--- src/rtl/smm_tile_accum_if.sv ---
// Tile accumulator bus: partial-product input stream and finished-tile output stream.
// master = producer/consumer side, slave = accumulator side.
interface smm_tile_accum_if #(
    parameter int DATAWIDTH = 32,
    parameter int CNTWIDTH  = 8
);
    localparam int BUSWIDTH = 4 * DATAWIDTH;

    logic                in_valid;
    logic                in_ready;
    logic [BUSWIDTH-1:0] in_data;
    logic                in_last;
    logic                out_valid;
    logic                out_ready;
    logic [BUSWIDTH-1:0] out_data;
    logic [CNTWIDTH-1:0] out_beats;
    logic                out_ovf;

    modport master (
        output in_valid, in_data, in_last, out_ready,
        input  in_ready, out_valid, out_data, out_beats, out_ovf
    );

    modport slave (
        input  in_valid, in_data, in_last, out_ready,
        output in_ready, out_valid, out_data, out_beats, out_ovf
    );
endinterface

--- src/rtl/smm_tile_accum.sv ---
// smm_tile_accum: sums successive signed 2x2 partial-product tiles over K into one
// result tile and emits it on a valid/ready output with beat count and overflow flag.
// Optional feature macro SMM_ACC_SAT_EN: overflowing lanes clamp to the signed
// extremes instead of wrapping; out_ovf is reported either way.
module smm_tile_accum #(
    parameter int DATAWIDTH = 32,
    parameter int CNTWIDTH  = 8
) (
    input  logic              clk,
    input  logic              rst,
    smm_tile_accum_if.slave   bus
);
    localparam int          BUSWIDTH = 4 * DATAWIDTH;
    localparam int unsigned LANES    = 4;

    typedef enum logic {ACCUM, HOLD} state_t;

    state_t                r_state;
    state_t                w_state_nxt;
    logic [BUSWIDTH-1:0]   r_acc;
    logic [CNTWIDTH-1:0]   r_beat_cnt;
    logic                  r_ovf_acc;
    logic [BUSWIDTH-1:0]   r_out_data;
    logic [CNTWIDTH-1:0]   r_out_beats;
    logic                  r_out_ovf;

    logic                  w_out_valid;
    logic                  w_hold;
    logic                  w_beat;
    logic [CNTWIDTH-1:0]   w_cnt_inc;
    logic [DATAWIDTH-1:0]  w_base [LANES];
    logic [DATAWIDTH-1:0]  w_lane [LANES];
    logic [DATAWIDTH-1:0]  w_raw  [LANES];
    logic [BUSWIDTH-1:0]   w_sum;
    logic [LANES-1:0]      w_lane_ovf;
    logic                  w_ovf;

    assign w_out_valid   = (r_state == HOLD);
    assign w_hold        = w_out_valid & ~bus.out_ready;
    assign w_beat        = bus.in_valid & ~w_hold;
    assign w_cnt_inc     = (r_beat_cnt == '1) ? r_beat_cnt : r_beat_cnt + CNTWIDTH'(1);
    assign w_ovf         = |w_lane_ovf;

    assign bus.in_ready  = ~w_hold;
    assign bus.out_valid = w_out_valid;
    assign bus.out_data  = r_out_data;
    assign bus.out_beats = r_out_beats;
    assign bus.out_ovf   = r_out_ovf;

    // Per-lane signed add of the incoming tile onto the running sum, with overflow detect.
    always_comb begin
        w_sum      = '0;
        w_lane_ovf = '0;
        for (int unsigned i = 0; i < LANES; i++) begin
            w_base[i] = (r_beat_cnt == '0) ? '0 : r_acc[i*DATAWIDTH +: DATAWIDTH];
            w_lane[i] = bus.in_data[i*DATAWIDTH +: DATAWIDTH];
            w_raw[i]  = w_base[i] + w_lane[i];
            w_lane_ovf[i] = (w_base[i][DATAWIDTH-1] == w_lane[i][DATAWIDTH-1]) &&
                            (w_raw[i][DATAWIDTH-1] != w_base[i][DATAWIDTH-1]);
`ifdef SMM_ACC_SAT_EN
            if (w_lane_ovf[i]) begin
                w_sum[i*DATAWIDTH +: DATAWIDTH] = w_base[i][DATAWIDTH-1] ?
                    {1'b1, {(DATAWIDTH-1){1'b0}}} : {1'b0, {(DATAWIDTH-1){1'b1}}};
            end else begin
                w_sum[i*DATAWIDTH +: DATAWIDTH] = w_raw[i];
            end
`else
            w_sum[i*DATAWIDTH +: DATAWIDTH] = w_raw[i];
`endif
        end
    end

    // State register.
    always_ff @(posedge clk or negedge rst) begin
        if (!rst) begin
            r_state <= ACCUM;
        end else begin
            r_state <= w_state_nxt;
        end
    end

    // Next state: a last beat always (re)loads the output; otherwise a handshake drains it.
    always_comb begin
        w_state_nxt = r_state;
        case (r_state)
            ACCUM: begin
                if (w_beat && bus.in_last) begin
                    w_state_nxt = HOLD;
                end
            end
            HOLD: begin
                if (w_beat && bus.in_last) begin
                    w_state_nxt = HOLD;
                end else if (bus.out_ready) begin
                    w_state_nxt = ACCUM;
                end
            end
            default: w_state_nxt = ACCUM;
        endcase
    end

    // Accumulator and output tile registers; a last beat closes the tile and clears the sum.
    always_ff @(posedge clk or negedge rst) begin
        if (!rst) begin
            r_acc       <= '0;
            r_beat_cnt  <= '0;
            r_ovf_acc   <= 1'b0;
            r_out_data  <= '0;
            r_out_beats <= '0;
            r_out_ovf   <= 1'b0;
        end else if (w_beat) begin
            if (bus.in_last) begin
                r_out_data  <= w_sum;
                r_out_beats <= w_cnt_inc;
                r_out_ovf   <= r_ovf_acc | w_ovf;
                r_acc       <= '0;
                r_beat_cnt  <= '0;
                r_ovf_acc   <= 1'b0;
            end else begin
                r_acc       <= w_sum;
                r_beat_cnt  <= w_cnt_inc;
                r_ovf_acc   <= r_ovf_acc | w_ovf;
            end
        end
    end
endmodule
--- src/flat_wrapper.sv ---
// flat-port wrapper written by rule: the top's interface ports become plain ports
module smm_tile_accum_flat 
#(
    parameter int DATAWIDTH = 32,
    parameter int CNTWIDTH  = 8
)
  (clk, rst, bus_in_valid, bus_in_data, bus_in_last, bus_out_ready, bus_in_ready, bus_out_valid, bus_out_data, bus_out_beats, bus_out_ovf);
  smm_tile_accum_if #(.DATAWIDTH(DATAWIDTH), .CNTWIDTH(CNTWIDTH)) bus_i ();
  input  logic clk;
  input  logic rst;
  input wire logic [$bits(bus_i.in_valid)-1:0] bus_in_valid;
  input wire logic [$bits(bus_i.in_data)-1:0] bus_in_data;
  input wire logic [$bits(bus_i.in_last)-1:0] bus_in_last;
  input wire logic [$bits(bus_i.out_ready)-1:0] bus_out_ready;
  output wire logic [$bits(bus_i.in_ready)-1:0] bus_in_ready;
  output wire logic [$bits(bus_i.out_valid)-1:0] bus_out_valid;
  output wire logic [$bits(bus_i.out_data)-1:0] bus_out_data;
  output wire logic [$bits(bus_i.out_beats)-1:0] bus_out_beats;
  output wire logic [$bits(bus_i.out_ovf)-1:0] bus_out_ovf;
  assign bus_i.in_valid = bus_in_valid;
  assign bus_i.in_data = bus_in_data;
  assign bus_i.in_last = bus_in_last;
  assign bus_i.out_ready = bus_out_ready;
  assign bus_in_ready = bus_i.in_ready;
  assign bus_out_valid = bus_i.out_valid;
  assign bus_out_data = bus_i.out_data;
  assign bus_out_beats = bus_i.out_beats;
  assign bus_out_ovf = bus_i.out_ovf;
  smm_tile_accum #(.DATAWIDTH(DATAWIDTH), .CNTWIDTH(CNTWIDTH)) u_core (.clk(clk), .rst(rst), .bus(bus_i));
endmodule
--- config.mk ---
export PLATFORM = sky130hd
export DESIGN_NAME = smm_tile_accum_flat
export DESIGN_NICKNAME = d
export VERILOG_FILES = /design/src/rtl/smm_tile_accum_if.sv /design/src/rtl/smm_tile_accum.sv /design/src/flat_wrapper.sv
export SDC_FILE = /design/constraint.sdc
export NUM_CORES = 1
export LEC_CHECK = 0
export ABC_AREA = 1
export CAP_MARGIN = 10
export CORE_MARGIN = 2
export CORE_UTILIZATION = 55
export CTS_CLUSTER_DIAMETER = 80
export DETAILED_ROUTE_END_ITERATION = 7
export DONT_BUFFER_PORTS = 1
export GPL_TIMING_DRIVEN = 0
export PLACE_DENSITY = 0.71
export SETUP_SLACK_MARGIN = 0.2
export SLEW_MARGIN = 0
export SYNTH_ARGS = -nofsm -noshare
export SYNTH_HDL_FRONTEND = slang
export SYNTH_SLANG_ARGS = --single-unit
--- constraint.sdc ---
create_clock -name clk -period 2.9 [get_ports clk]
set_input_delay 0.29 -clock clk [delete_from_list [all_inputs] [get_ports clk]]
set_output_delay 0.29 -clock clk [all_outputs]
set_load 0.01 [all_outputs]
==> run metrics <==
status=complete, but fails checks; failing checks=negative hold slack, negative setup slack; Num CTS Buffers=31; vias=18600; Nets=2980; required time of the critical path=3.37 ns; Leak Pwr=11.3 nW; Util after Layout=0.720; Pwr per Cell Area=833 mW/mm²; number of H-tree levels=1; Synth-to-Final Area Change=29.6%; internal power=11.4 mW; top-area cell type share of the netlist area=0.372; largest net degree at the start of global routing=276; DR vias/cell=5.84; max-slew violations=0; min Tclk post-route=3.17 ns; Syn Inst Count=2554; Routed Antenna Nets=0; post-synthesis average cell area=7.24 µm²; Hold Path Class=in -> async; Post-Synth Adder-Cell Area=0.0896; WL/cell=21.0 µm; XOR/XNOR Fraction of Synth Area=0.0322; GRT Total Usage=0.363; EDFF count, synth=0; Layout fillers=2626; vias in the first global route=18400; Clock Power Share=0.204; Worst path max stage delay=0.40 ns; maximum vdd ir drop=0.549 mV; WP data arrival=3.64 ns; Async S/R FF share, synth=1.00; largest family of logic cells by synthesized area=simple AND/OR/NAND/NOR gates; Mapped Nets=2817; clk_lat worst skew=0.61 ns; die area=0.0351 mm²; Placer Congestion=0.969; multi-input logic area=0.0127 mm²; layout cells sized above 1=0.281; Yosys reg bits=275; CP cell instances=inv_2 -> ha_4 -> nand4_1 -> nand2b_4 -> inv_8 -> buf_12 -> buf_6 -> buf_16 -> nor2_4 -> ha_4 -> nand2_4 -> buf_6 -> buf_6 -> nor2_4 -> inv_4 -> nor3_4 -> nand3_2 -> nand3_4 -> nand2_4 -> nand3_2 -> nand2_2 -> nand3_2 -> o21ai_2; RSZ-0062 raised after global routing=yes; switch share=0.431; mux cell area share after synthesis=0; P_sw=8.60 mW; Synth Warn #=0; Main synth FF type=dfrtp_1; Critical Path End Type=flop; Reg power frac=0.319; PnR worst setup slack=-0.265 ns; complex-gate fraction of the synthesized area=0.149; Yosys cell types=47; Starting Density=0.555; Port Buffer Count=0; final hold slack=-0.621 ns; largest area contributor in the netlist=dfrtp_1; sequential area share after synthesis=0.372; maximum clock insertion buffer count=3; period utilization=1.09; Worst setup SP type=flop; synthesized area=0.0185 mm²; combinational share of power=0.477; simple-gate portion of the synthesized area=0.279; Worst Skew=0.0106 ns; Site Rows=67; final WL=67.0 mm; CTS clk-pin slew, worst paths=0.06 ns; FF/Latch Area=0.00688 mm²; top cells by area, synth=dfrtp_1 (37%), nand2_1 (13%), ha_1 (8.5%), inv_1 (6.0%), nor2_1 (5.6%); Slowest-stage cell, CP=dfrtp_1; Crit Path Class=reg -> reg; Final Hold Fails=275; Top Ports=272; initial antenna violation count=3; actual slew at the worst max-slew pin=1.28 ns; Hold-fix buffers, CTS=2; Die Y-Extent=187 µm; Max Cap Viol=0; DRC=0; commonest cells in the netlist=nand2_1 (640), inv_1 (297), nor2_1 (277); Die W=187 µm; DRT Pass-1 Iters=6; Max Fclk=316 MHz; CTS tree=yes; gr ovfl total=0; post-DP HPWL=47.5 mm; CORE AREA=0.0333 mm²; Root Driver=clkbuf_16; most common cell in the netlist=nand2_1; DR iter-0 viols=1344; Sink Count=275; Pwr Total=20.0 mW; final setup violation count=124; global-route wire length before repair=101 mm; Max-slew headroom=0.149; CP Max Fanout=6
state kept, by name (all words and copies together) (netlist names):
name	count
u_core.bus.out_data	128
u_core.r_acc	128
u_core.bus.out_beats	8
u_core.r_beat_cnt	8
u_core.bus.out_ovf	1
u_core.bus.out_valid	1
u_core.r_ovf_acc	1
worst max-delay path, delay by kind of cell (launching register included):
| family | cells | cell delay (ns) |
|---|---|---|
| compound gates | 1 | 0.07 |
| simple gates | 12 | 1.25 |
| fa+ha+maj | 2 | 0.44 |
| flops | 1 | 0.40 |
| buf+inv | 8 | 0.86 |
what timing repair did:
| action | 4_1_cts | 5_1_grt |
|---|---|---|
| pin swaps | 103 | 84 |
| buffers inserted | 87 | 36 |
| hold endpoints to repair | 277 | 275 |
| gates resized for setup | 388 | 261 |
| setup endpoints to repair | 238 | 228 |
| cloned | 4 | 1 |
logic make-up after synthesis:
| kind of cell | after synthesis |
|---|---|
| and+or+nand+nor | 1216 |
| xor gates and xnor gates | 68 |
| adders and majority gates | 130 |
| AOI/OAI and AO/OA | 492 |
| buffers and inverters | 373 |
| DFF | 275 |
cells in the final DEF, fill, tap and decap left out, types with 29 or more instances in the layout:
master,n
ha_1,51
nand2_1,537
a21oi_2,89
clkbuf_1,29
o22ai_1,68
nand3_1,121
nor2_2,52
ha_4,50
xnor2_1,39
inv_1,283
o21ai_0,114
o21ai_1,54
dfrtp_1,275
clkbuf_16,35
nand2_2,103
nor2_1,206
nand3_2,44
a21oi_1,58
buf_4,115
cell type report:
cell class,count,area share
Timing Repair Buffer,129,0.0449
Multi-Input combinational cell,1906,0.531
Timing Repair inverter,1,0.000261
Clock inverter,15,0.00595
Antenna cell,1,0.000104
Buffer,70,0.0209
Inverter,303,0.0480
Tap cell,448,0.0234
Sequential cell,275,0.287
Clock buffer,41,0.0377
path summary, 6_finish.rpt:
kind	depth (start not counted)	slack, ns	endpoint	start
worst max-delay path	23	-0.27	u_core.r_acc[125]$_DFFE_PN0P_	u_core.r_beat_cnt[0]$_DFFE_PN0P_
worst min-delay path	0	-0.62	u_core.bus.out_data[9]$_DFFE_PN0P_	rst
worst max register to register	23	-0.27	u_core.r_acc[125]$_DFFE_PN0P_	u_core.r_beat_cnt[0]$_DFFE_PN0P_
worst min register to register	2	0.48	u_core.r_acc[124]$_DFFE_PN0P_	u_core.r_acc[124]$_DFFE_PN0P_
max in group asynchronous	0	3.07	u_core.r_acc[116]$_DFFE_PN0P_	rst
min in group clk	3	0.02	u_core.r_acc[96]$_DFFE_PN0P_	bus_in_data[96]
per-layer routing:
| layer | up-vias | GRT usage | part of all wire |
|---|---|---|---|
| met1 | 9005 | 0.458 | 0.40 |
| met5 | - | 0 | 0.00019 |
| li1 | 8722 | - | - |
| met4 | 2 | 0.156 | 0.047 |
| met3 | 189 | 0.0777 | 0.084 |
| met2 | 708 | 0.603 | 0.47 |
power groups by stage:
stage / clock (mW) / sequential (mW) / combinational [mW]
after detailed placement: 0 / 6.40 / 6.65
after floorplan: 0 / 6.07 / 5.10
after global routing: 4.22 / 6.49 / 10.3
final: 4.06 / 6.38 / 9.52
after CTS: 4.07 / 6.36 / 8.29
after global placement: 0 / 6.38 / 6.52
stage by stage:
step | cell area [µm²] | cells | worst slack [ns] | setup TNS (ns)
final | 24000 | 3189 | -0.265 | -10.59
after global routing | 24000 | 3189 | -0.348 | -31.27
after CTS | 22600 | 3151 | -0.196 | -7.12
after detailed placement | 19200 | 3002 | -0.680 | -72.22
after global placement | 19200 | 3002 | -0.634 | -65.05
after floorplan | 18600 | 2554 | 0.179 | 0
Power figures use the tool's default switching activity.
